[src/rtl/cpa_pipe.sv]
// Pipelined carry-propagate adder: resolves the final sum/carry rows of the
// compressor tree CHUNK bits per stage, with operands skewed down the pipe.
module cpa_pipe #(
    parameter int    WIDTH  = 32,
    parameter int    CHUNK  = 8,
    parameter string OUTREG = "TRUE"
) (
    input  logic             clk,
    input  logic             rst,
    input  logic             in_valid,
    output logic             in_ready,
    input  logic [WIDTH-1:0] in_a,
    input  logic [WIDTH-1:0] in_b,
    input  logic             in_cin,
    output logic             out_valid,
    input  logic             out_ready,
    output logic [WIDTH-1:0] out_sum,
    output logic             out_cout
);
    localparam int STAGES = (WIDTH + CHUNK - 1) / CHUNK;

    logic             en;
    logic [WIDTH-1:0] last_r;
    logic             last_c;
    logic             last_v;

    // One global enable: the whole pipe freezes while the output is stalled.
    assign en       = ~out_valid | out_ready;
    assign in_ready = en;

    for (genvar k = 0; k < STAGES; k++) begin : g_stage
        localparam int LO = k * CHUNK;
        localparam int W  = (k == STAGES - 1) ? WIDTH - LO : CHUNK;
        localparam int BI = WIDTH - LO;

        // r carries finished sum bits below LO and untouched a bits above;
        // b only keeps the bits not yet consumed, so it shrinks each stage.
        logic [WIDTH-1:0] r_in;
        logic [WIDTH-1:0] r_d;
        logic [WIDTH-1:0] r_q;
        logic [BI-1:0]    b_in;
        logic             c_in;
        logic             v_in;
        logic             c_q;
        logic             v_q;
        logic [W:0]       add;

        if (k == 0) begin : g_src
            assign r_in = in_a;
            assign b_in = in_b;
            assign c_in = in_cin;
            assign v_in = in_valid;
        end else begin : g_src
            assign r_in = g_stage[k-1].r_q;
            assign b_in = g_stage[k-1].g_b.b_q;
            assign c_in = g_stage[k-1].c_q;
            assign v_in = g_stage[k-1].v_q;
        end

        always_comb begin
            add           = {1'b0, r_in[LO +: W]} + {1'b0, b_in[W-1:0]} + {{W{1'b0}}, c_in};
            r_d           = r_in;
            r_d[LO +: W]  = add[W-1:0];
        end

        always_ff @(posedge clk) begin
            if (rst) begin
                r_q <= '0;
                c_q <= 1'b0;
                v_q <= 1'b0;
            end else if (en) begin
                r_q <= r_d;
                c_q <= add[W];
                v_q <= v_in;
            end
        end

        if (k < STAGES - 1) begin : g_b
            logic [BI-W-1:0] b_q;

            always_ff @(posedge clk) begin
                if (rst) begin
                    b_q <= '0;
                end else if (en) begin
                    b_q <= b_in[BI-1:W];
                end
            end
        end
    end

    assign last_r = g_stage[STAGES-1].r_q;
    assign last_c = g_stage[STAGES-1].c_q;
    assign last_v = g_stage[STAGES-1].v_q;

    if (OUTREG == "TRUE") begin : g_out
        logic [WIDTH-1:0] sum_q;
        logic             cout_q;
        logic             vld_q;

        always_ff @(posedge clk) begin
            if (rst) begin
                sum_q  <= '0;
                cout_q <= 1'b0;
                vld_q  <= 1'b0;
            end else if (en) begin
                sum_q  <= last_r;
                cout_q <= last_c;
                vld_q  <= last_v;
            end
        end

        assign out_sum   = sum_q;
        assign out_cout  = cout_q;
        assign out_valid = vld_q;
    end else begin : g_out
        assign out_sum   = last_r;
        assign out_cout  = last_c;
        assign out_valid = last_v;
    end

endmodule

[config.mk]
export PLATFORM = sky130hd
export DESIGN_NAME = cpa_pipe
export DESIGN_NICKNAME = d
export VERILOG_FILES = /design/src/rtl/cpa_pipe.sv
export SDC_FILE = /design/constraint.sdc
export NUM_CORES = 1
export LEC_CHECK = 0
export ABC_AREA = 1
export CAP_MARGIN = 20
export CORE_AREA = 2 2 137 139
export DETAILED_ROUTE_END_ITERATION = 16
export DIE_AREA = 0 0 139 141
export GPL_TIMING_DRIVEN = 0
export PLACE_DENSITY = 0.74
export SETUP_SLACK_MARGIN = 0.02
export SLEW_MARGIN = 25
export SYNTH_ARGS = -nofsm -noshare
export SYNTH_HDL_FRONTEND = slang
export SYNTH_SLANG_ARGS = --single-unit
[constraint.sdc]
create_clock -name clk -period 1.8 [get_ports clk]
set_input_delay 0.27 -clock clk [delete_from_list [all_inputs] [get_ports clk]]
set_output_delay 0.27 -clock clk [all_outputs]
set_load 0.05 [all_outputs]
; Yosys cells after proc, flatten, opt, wreduce, memory -nomap -nowiden
; Index checks and enable logic that the tools add are counted.
[totals]
register_bits = 218
n_memories = 0
inputBits = 69
mem_bits_ro = 0
mem_bits_rw = 0
latchBits = 0
[classes]
n_bitwise = 2
n_reduce_logical = 0
div = 0
n_mul = 0
add_sub_neg = 8
muxes = 0
eq_ne = 0
magnitude_cmp = 0
shifts = 0
[ops]
columns = cell, count
row1 = adder 8 x 8 -> 9 bit, 4
row2 = adder 9 x 1 -> 9 bit, 4
row3 = inverter 1 bit, 1
row4 = bitwise OR 1 bit, 1

; Depth between registers and ports, before layout
; Gate-level depths: netlist of the first run.
[depth]
word_depth = 2
ltp_mapped = 10

; Least setup slack after synthesis of the first run
; No wires, ideal clock.
[synth_path]
kind = register to register
start = register g_stage[0].r_q[8]
end = register g_stage[1].r_q[12]
setup_ps = 110
arrival_ps = 1627
setup_slack_ps = 62
t_required_ps = 1690
path_stages_with_launch = 10
period_less_slack_ps = 1738
path_cell_list = dfxtp_1 fa_1 fa_1 nand2_1 nand2_1 nand2_1 xor2_1 nand2_1 nand3_1 inv_1
[synth_between]
elab_chain_len = 2
[synth_lines]
columns = item, line
row1 = start: declaration, 40  ; logic [WIDTH-1:0] r_q;
row2 = start signal: assignment, 72  ; r_q <= r_d;
row3 = adder 8 x 8 -> 9 bit, 61  ; add = {1'b0, r_in[LO +: W]} + {1'b0, b_in[W-1:0]} + {{W{1'b0}}, c_in};
row4 = adder 9 x 1 -> 9 bit, 61
row5 = end signal: assignment, 72
row6 = end: declaration, 40
; Every way passes these cells.
; A chain may end at the register's enable or synchronous reset.

; Worst setup path after layout of the first run
[layout_path]
start = register g_stage[1].g_b.b_q[0]
end = register g_stage[2].r_q[20]
[layout_between]
elab_chain_len = 2
[layout_lines]
columns = item, line
row1 = start: declaration, 79  ; logic [BI-W-1:0] b_q;
row2 = start signal: assignment, 85  ; b_q <= b_in[BI-1:W];
row3 = adder 8 x 8 -> 9 bit, 61
row4 = adder 9 x 1 -> 9 bit, 61
row5 = end signal: assignment, 72
row6 = end: declaration, 40
; Every way passes these cells.

==> reports/results.ini, run 1 <==
[drt]
drt-initial-drc-count = 436
drc = 0
wl_per_cell_um = 13.7
routed_wirelength_mm = 21.2
ant_nets = 0
firstDrtPassIters = 5
num_vias = 7549
routed_via_density = 4.87

[setup_path]
path_class = reg -> reg
arrival_ns = 2.21
worstReg2RegStart = g_stage[1].g_b.b_q[0]$_SDFFE_PP0P_
start_kind = register
r2r_cells = 9
worst_setup_path_end_kind = register
regToRegEndpoint = g_stage[2].r_q[20]$_SDFFE_PP0P_
path_max_fanout = 2
worstPathRequired_ns = 2.20
rrSetupSlack_ns = -0.01

[finish]
syn2layout_area_growth_pct = 23.8
finalNonFillerCells = 1550
antennaDiodeCount = 0
layout_commonest_cell = nor2_1
post-route-util_pct = 60.3
fillCellCount = 1681
final_cell_mix = nor2_1 (384), dfxtp_1 (213), o21ai_0 (210), nand2_1 (88), clkdlybuf4s50_1 (68)
nets = 1408
fin_area_um2 = 11000
drive_gt1_share_pct = 7.45

[clock_network]
ctsHoldBuffers = 0
cts_made_buffers = 23
cts.path.max_buffers = 3
cts-root-buf = clkbuf_16
clkLatencyLatePin_ns = 0.51
cts_sinks = 218
htreeDepth = 1
clk_pin_slew_ns = 0.06
cts_tree = built

[placed_design]
dpl_cell_area_um2 = 10200
dp_cells = 1509
routabilityCongestion = 0.854
dp_hpwl_mm = 15.6
io_buffers = 103

[synth]
ys_seq_area_share_pct = 49.0
syn_avg_cell_area_um2 = 7.59
synthMuxAreaShare_pct = 0
yosysTopAreaCell = dfxtp_1
synth-simple-area-share_pct = 23.1
synth_top_family_by_area = simple AND/OR/NAND/NOR gates
synth_compound_area_share_pct = 13.9
yosysTopAreaCellShare_pct = 49.0
synth_area_leaders = dfxtp_1 (49%), nor2_1 (16%), o21ai_0 (12%)
synthCells = 1172
syn_area_um2 = 8900
synthAdderAreaFrac_pct = 5.74
synthDistinctLibCells = 23
synth_xor_xnor_area_share_pct = 1.18
synth.net_count = 1277
synth_warnings = 0
synth.ff_latch_count = 218

[floorplanning]
die_area_um2 = 19600
ios = 104
core_area_um2 = 18300
die_h_um = 141
initial_core_util_pct = 48.7
die_w_um = 139
core.rowCount = 50

[global_routing]
grt_overflow = 0
grt_use_total_pct = 21.5
grt_max_degree = 14
grt_pass1_wl_mm = 34.3
grt_pass1_vias = 7008
antenna_found_initial = 0

[min_path]
hold_path_class = in -> reg
holdPathEnd = g_stage[0].r_q[31]$_SDFFE_PP0P_
min_path_cells = 3
worst_hold_startpoint = in_a[31]

[sta]
hold_viol = 0
worst_slew_pin_slew_ns = 0.638
setup_viol = 1
fin_skew_ns = 0.0108
grt_setup_unrepaired = yes
relSlewSlack_pct = 57.5
post-route-period-util_pct = 101
period_minus_slack_ns = 1.81
finalMaxSlewViolations = 0
fmax_mhz = 552
setup_slack_ns = -0.0101

[outcome]
violations = setup timing
status = finished, violations left

[pwr]
p_per_area_nw_per_um2 = 999
ir_drop_mv = 0.670
p_leak_nw = 5.67

[run]
cap_viol_max_count = 0

==> per-layer routing <==
metal	track usage, %	share of wire (%)	vias to the layer above
met5	0	0	-
met4	7.44	3.2	0
met3	3.29	5.5	44
met2	37.2	46	187
met1	27.6	45	3319
li1	-	-	3999
==> worst max-delay path, stage by stage (launching register included) <==
cell and delay (ns):
dfxtp_2 0.33, fa_2 0.41, fa_2 0.35, nand2_1 0.07
nand2_1 0.06, nand2_1 0.08, xor2_1 0.18, nand2_1 0.07
nand3_1 0.08, inv_1 0.05
==> worst max-delay path by stage <==
stage,cells after the start,end,from,slack [ns]
final,9,g_stage[2].r_q[20]$_SDFFE_PP0P_,g_stage[1].g_b.b_q[0]$_SDFFE_PP0P_,-0.01
after global routing,10,g_stage[2].r_q[22]$_SDFFE_PP0P_,g_stage[1].g_b.b_q[0]$_SDFFE_PP0P_,-0.12
after CTS,9,g_stage[3].r_q[28]$_SDFFE_PP0P_,g_stage[2].g_b.b_q[0]$_SDFFE_PP0P_,-0.003
after detailed placement,6,in_ready,out_ready,-0.86
after global placement,6,in_ready,out_ready,-0.83
after floorplan,9,g_stage[1].r_q[12]$_SDFFE_PP0P_,g_stage[0].r_q[8]$_SDFFE_PP0P_,0.06
==> layout make-up <==
class	instances	area (um^2)	area share, %
flip-flops and latches	218	4370	39.7
repair buffers	108	1030	9.32
multi-input cells	816	3950	35.8
clock buffers	33	633	5.75
inverters	68	264	2.40
well taps	234	293	2.66
clock inverters	5	103	0.931
plain buffers	68	377	3.42
==> power breakdown <==
group	switching [mW]	internal, mW	total [mW]
Clock	1.82	2.85	4.68
Combinational	0.584	0.445	1.03
Sequential	0.173	5.12	5.30
==> synthesized netlist by cell type <==
cell type,instances
a211oi_1,4
a21oi_1,22
buf_2,15
buf_4,2
buf_6,11
clkbuf_1,42
clkinv_1,1
dfxtp_1,218
fa_1,8
ha_1,28
inv_1,66
inv_2,1
nand2_1,92
nand3_1,36
nand3b_1,4
nor2_1,384
nor2_4,1
o21ai_0,210
o21ai_1,3
o21bai_1,4
or2_2,8
xnor2_1,4
xor2_1,8
==> cells by family after synthesis <==
group / after synthesis
AO/OA/AOI/OAI: 243
XOR/XNOR: 12
adder cells (fa/ha/maj): 36
buffers and inverters: 138
flip-flops: 218
AND/OR/NAND/NOR: 525
==> registers in the layout, summed over array words and instances (netlist names) <==
signal           cells
out_valid            1
g_stage.c_q          4
g_stage.v_q          4
out_cout             1
g_stage.g_b.b_q     48
g_stage.r_q        128
out_sum             32
==> timing repair <==
action	in CTS	in global routing
gates resized for setup	52	25
setup buffers	3	2
hold endpoints to repair	0	0
endpoints found under the setup margin	44	85
pin swaps	4	12
cloned	0	0
==> through the flow <==
stage / TNS [ns] / hold slack (ns) / setup slack, ns / power [mW]
finish: -0.0101 / 0.384 / -0.0101 / 11.0
global route: -0.502 / 0.393 / -0.121 / 11.4
CTS: -0.00256 / 0.373 / -0.00256 / 11.1
detailed placement: -69.10 / 0.467 / -0.859 / 6.43
global placement: -59.72 / 0.456 / -0.828 / 6.40
floorplan: 0 / 0.339 / 0.0622 / 6.00
Power figures use the tool's default switching activity.
==> inputs of run 2 (changes only) <==
--- a/config.mk
+++ b/config.mk
@@ -10,6 +10,7 @@
 export CORE_AREA = 2 2 137 139
 export DETAILED_ROUTE_END_ITERATION = 16
 export DIE_AREA = 0 0 139 141
+export GPL_ROUTABILITY_DRIVEN = 0
 export GPL_TIMING_DRIVEN = 0
 export PLACE_DENSITY = 0.74
 export SETUP_SLACK_MARGIN = 0.02
==> constraint.sdc (replaced) <==
create_clock -name clk -period 1.6 [get_ports clk]
set_input_delay 0.24 -clock clk [delete_from_list [all_inputs] [get_ports clk]]
set_output_delay 0.24 -clock clk [all_outputs]
set_load 0.05 [all_outputs]
==> run 2 against run 1 <==
The flow still finishes with violations (setup timing); via count is 1.8% higher; sequential cell count did not move; maximum frequency up 0.40%; power grew 9.9%; hold slack got worse by 0.16 ns; clock power is 5.6% higher; first-iteration DRC count is 1.6% lower.
==> reports/results.ini, run 2 (synthesis gave the netlist of run 1 again) <==
[setup_path]
worstPathRequired_ns = 2.00  ; was 2.20 ns
regToRegEndpoint = g_stage[2].r_q[22]$_SDFFE_PP0P_  ; was g_stage[2].r_q[20]$_SDFFE_PP0P_
path_buf_inv = 1  ; unchanged
critical-path-slowest-cell = fa_2  ; unchanged
cpMostUsedCell = nand2_1  ; unchanged
crit_chain = fa_2 > fa_2 > nand2_2 > nand2_2 > nand3b_1 > nand2_1 > nand2_1 > nand3_1 > nand2_1 > inv_1  ; was fa_2 > fa_2 > nand2_1 > nand2_1 > nand2_1 > xor2_1 > nand2_1 > nand3_1 > inv_1
worstReg2RegStart = g_stage[1].g_b.b_q[0]$_SDFFE_PP0P_  ; unchanged
worst_setup_path_end_kind = register  ; unchanged
r2r_cells = 10  ; was 9
path_delay_family = adder cells  ; unchanged
crit_path_max_incr_delay_ns = 0.41  ; about the same
path_max_fanout = 2  ; unchanged
arrival_ns = 2.20  ; was 2.21 ns
path_class = reg -> reg  ; unchanged
start_kind = register  ; unchanged
rrSetupSlack_ns = -0.20  ; was -0.01 ns

[clock_network]
cts_tree = built  ; unchanged
htreeDepth = 1  ; unchanged
clkLatencyLatePin_ns = 0.50  ; was 0.51 ns
cts-root-buf = clkbuf_16  ; unchanged
cts_sinks = 218  ; unchanged
cts.path.max_buffers = 3  ; unchanged
clk_pin_slew_ns = 0.06  ; about the same
ctsHoldBuffers = 0  ; unchanged
cts_made_buffers = 22  ; was 23

[sta]
period_minus_slack_ns = 1.80  ; was 1.81 ns
hold_ws_ns = 0.222  ; was 0.384 ns
post-route-period-util_pct = 113  ; was 101%
fmax_mhz = 555  ; was 552 MHz
finalMaxSlewViolations = 0  ; unchanged
hold_viol = 0  ; unchanged
worst_slew_pin_slew_ns = 0.604  ; was 0.638 ns
setup_viol = 10  ; was 1
setup_slack_ns = -0.203  ; was -0.0101 ns
finalSetupTns_ns = -1.41  ; was -0.0101 ns
grt_setup_unrepaired = yes  ; unchanged
relSlewSlack_pct = 59.7  ; was 57.5%
fin_skew_ns = 0.00891  ; was 0.0108 ns

[finish]
final_cell_mix = nor2_1 (384), dfxtp_1 (212), o21ai_0 (209), nand2_1 (89)  ; was nor2_1 (384), dfxtp_1 (213), o21ai_0 (210), nand2_1 (88), clkdlybuf4s50_1 (68)
layout_commonest_cell = nor2_1  ; unchanged
drive_gt1_share_pct = 12.3  ; was 7.45%
top_register = g_stage.r_q  ; unchanged
finalNonFillerCells = 1562  ; was 1,550
syn2layout_area_growth_pct = 24.9  ; was 23.8%
nets = 1419  ; was 1,408
post-route-util_pct = 60.8  ; was 60.3%
largest_register_ffs = 128  ; unchanged
antennaDiodeCount = 0  ; unchanged

[min_path]
min_path_cells = 4  ; was 3
worst_hold_startpoint = in_b[0]  ; was in_a[31]
holdPathEnd = g_stage[0].r_q[0]$_SDFFE_PP0P_  ; was g_stage[0].r_q[31]$_SDFFE_PP0P_
hold_path_class = in -> reg  ; unchanged

[pwr]
p_leak_nw = 5.64  ; was 5.67 nW
ir_drop_mv = 0.696  ; was 0.670 mV
p_per_area_nw_per_um2 = 1090  ; was 999 nW/um^2

[floorplanning]
core.rowCount = 50  ; unchanged
core_area_um2 = 18300  ; unchanged
die_area_um2 = 19600  ; unchanged
initial_core_util_pct = 48.7  ; unchanged
die_w_um = 139  ; unchanged
ios = 104  ; unchanged
die_h_um = 141  ; unchanged

[placed_design]
io_buffers = 103  ; unchanged
dp_hpwl_mm = 15.3  ; was 15.6 mm
dp_cells = 1509  ; unchanged

[drt]
routed_wirelength_mm = 21.0  ; was 21.2 mm
firstDrtPassIters = 5  ; unchanged
wl_per_cell_um = 13.4  ; was 13.7 um
drt-initial-drc-count = 429  ; was 436
ant_nets = 0  ; unchanged
drc = 0  ; unchanged
num_vias = 7685  ; was 7,549
routed_via_density = 4.92  ; was 4.87

[global_routing]
grt_max_degree = 14  ; unchanged
antenna_found_initial = 0  ; unchanged
grt_overflow = 0  ; unchanged
grt_pass1_vias = 7055  ; was 7,008
grt_pass1_wl_mm = 34.3  ; about the same
grt_use_total_pct = 21.5  ; about the same

[outcome]
status = finished, violations left  ; unchanged
violations = setup timing  ; unchanged

[run]
cap_viol_max_count = 0  ; unchanged

==> run 2: worst max-delay path by stage <==
stage                                            start                              end  slack [ns]  cells after the start
floorplan               g_stage[0].r_q[8]$_SDFFE_PP0P_  g_stage[1].r_q[12]$_SDFFE_PP0P_       -0.03                      9
global placement                             out_ready                         in_ready        -1.0                      6
detailed placement                           out_ready                         in_ready       -1.03                      6
CTS                             out_valid$_SDFFE_PP0P_                         in_ready       -0.18                      6
global route        g_stage[1].g_b.b_q[0]$_SDFFE_PP0P_  g_stage[2].r_q[22]$_SDFFE_PP0P_       -0.32                     10
finish              g_stage[1].g_b.b_q[0]$_SDFFE_PP0P_  g_stage[2].r_q[22]$_SDFFE_PP0P_       -0.20                     10
==> run 2: final cells by class <==
| class | instances | area (um^2) |
|---|---|---|
| tap | 234 | 293 |
| buffer | 69 | 407 |
| inverter | 68 | 256 |
| timing repair buffer | 119 | 1100 |
| fill | 1699 | 7150 |
| clock buffer | 35 | 681 |
| clock inverter | 3 | 17.5 |
| multi-input combinational | 816 | 3990 |
| sequential | 218 | 4370 |
==> run 2: per-stage QoR <==
stage | worst slack (ns) | area (um^2) | total power, mW
after CTS | -0.177 | 11100 | 12.1
after floorplan | -0.0296 | 8920 | 6.75
after global routing | -0.322 | 11100 | 12.6
final | -0.203 | 11100 | 12.1
after detailed placement | -1.03 | 10200 | 7.23
after global placement | -0.999 | 10200 | 7.20
==> run 2: power breakdown <==
part           switching, mW  internal, mW  leakage (nW)
registers              0.197          5.76          1.79
logic                  0.661         0.529          3.51
clock network           2.04          2.90         0.342
==> run 2: worst reg2reg max path, stage by stage (launching register included) <==
cell and delay, ns:
dfxtp_2 0.33, fa_2 0.41, fa_2 0.39, nand2_2 0.08, nand2_2 0.05, nand3b_1 0.11, nand2_1 0.08, nand2_1 0.06
nand3_1 0.07, nand2_1 0.07, inv_1 0.03
==> run 2: what timing repair did <==
action / CTS / global route
setup buffers: 5 / 12
resized for setup: 112 / 58
pin swaps: 7 / 15
endpoints found under the setup margin: 226 / 140
==> run 2: routing by layer <==
layer  up-vias  global-route usage (%)  wire length, um
met1      3407                    28.1             9710
met5         -                       0                0
met4         0                    7.71              754
met3        46                    3.70             1070
met2       184                    36.0             9440
li1       4048                       -                -
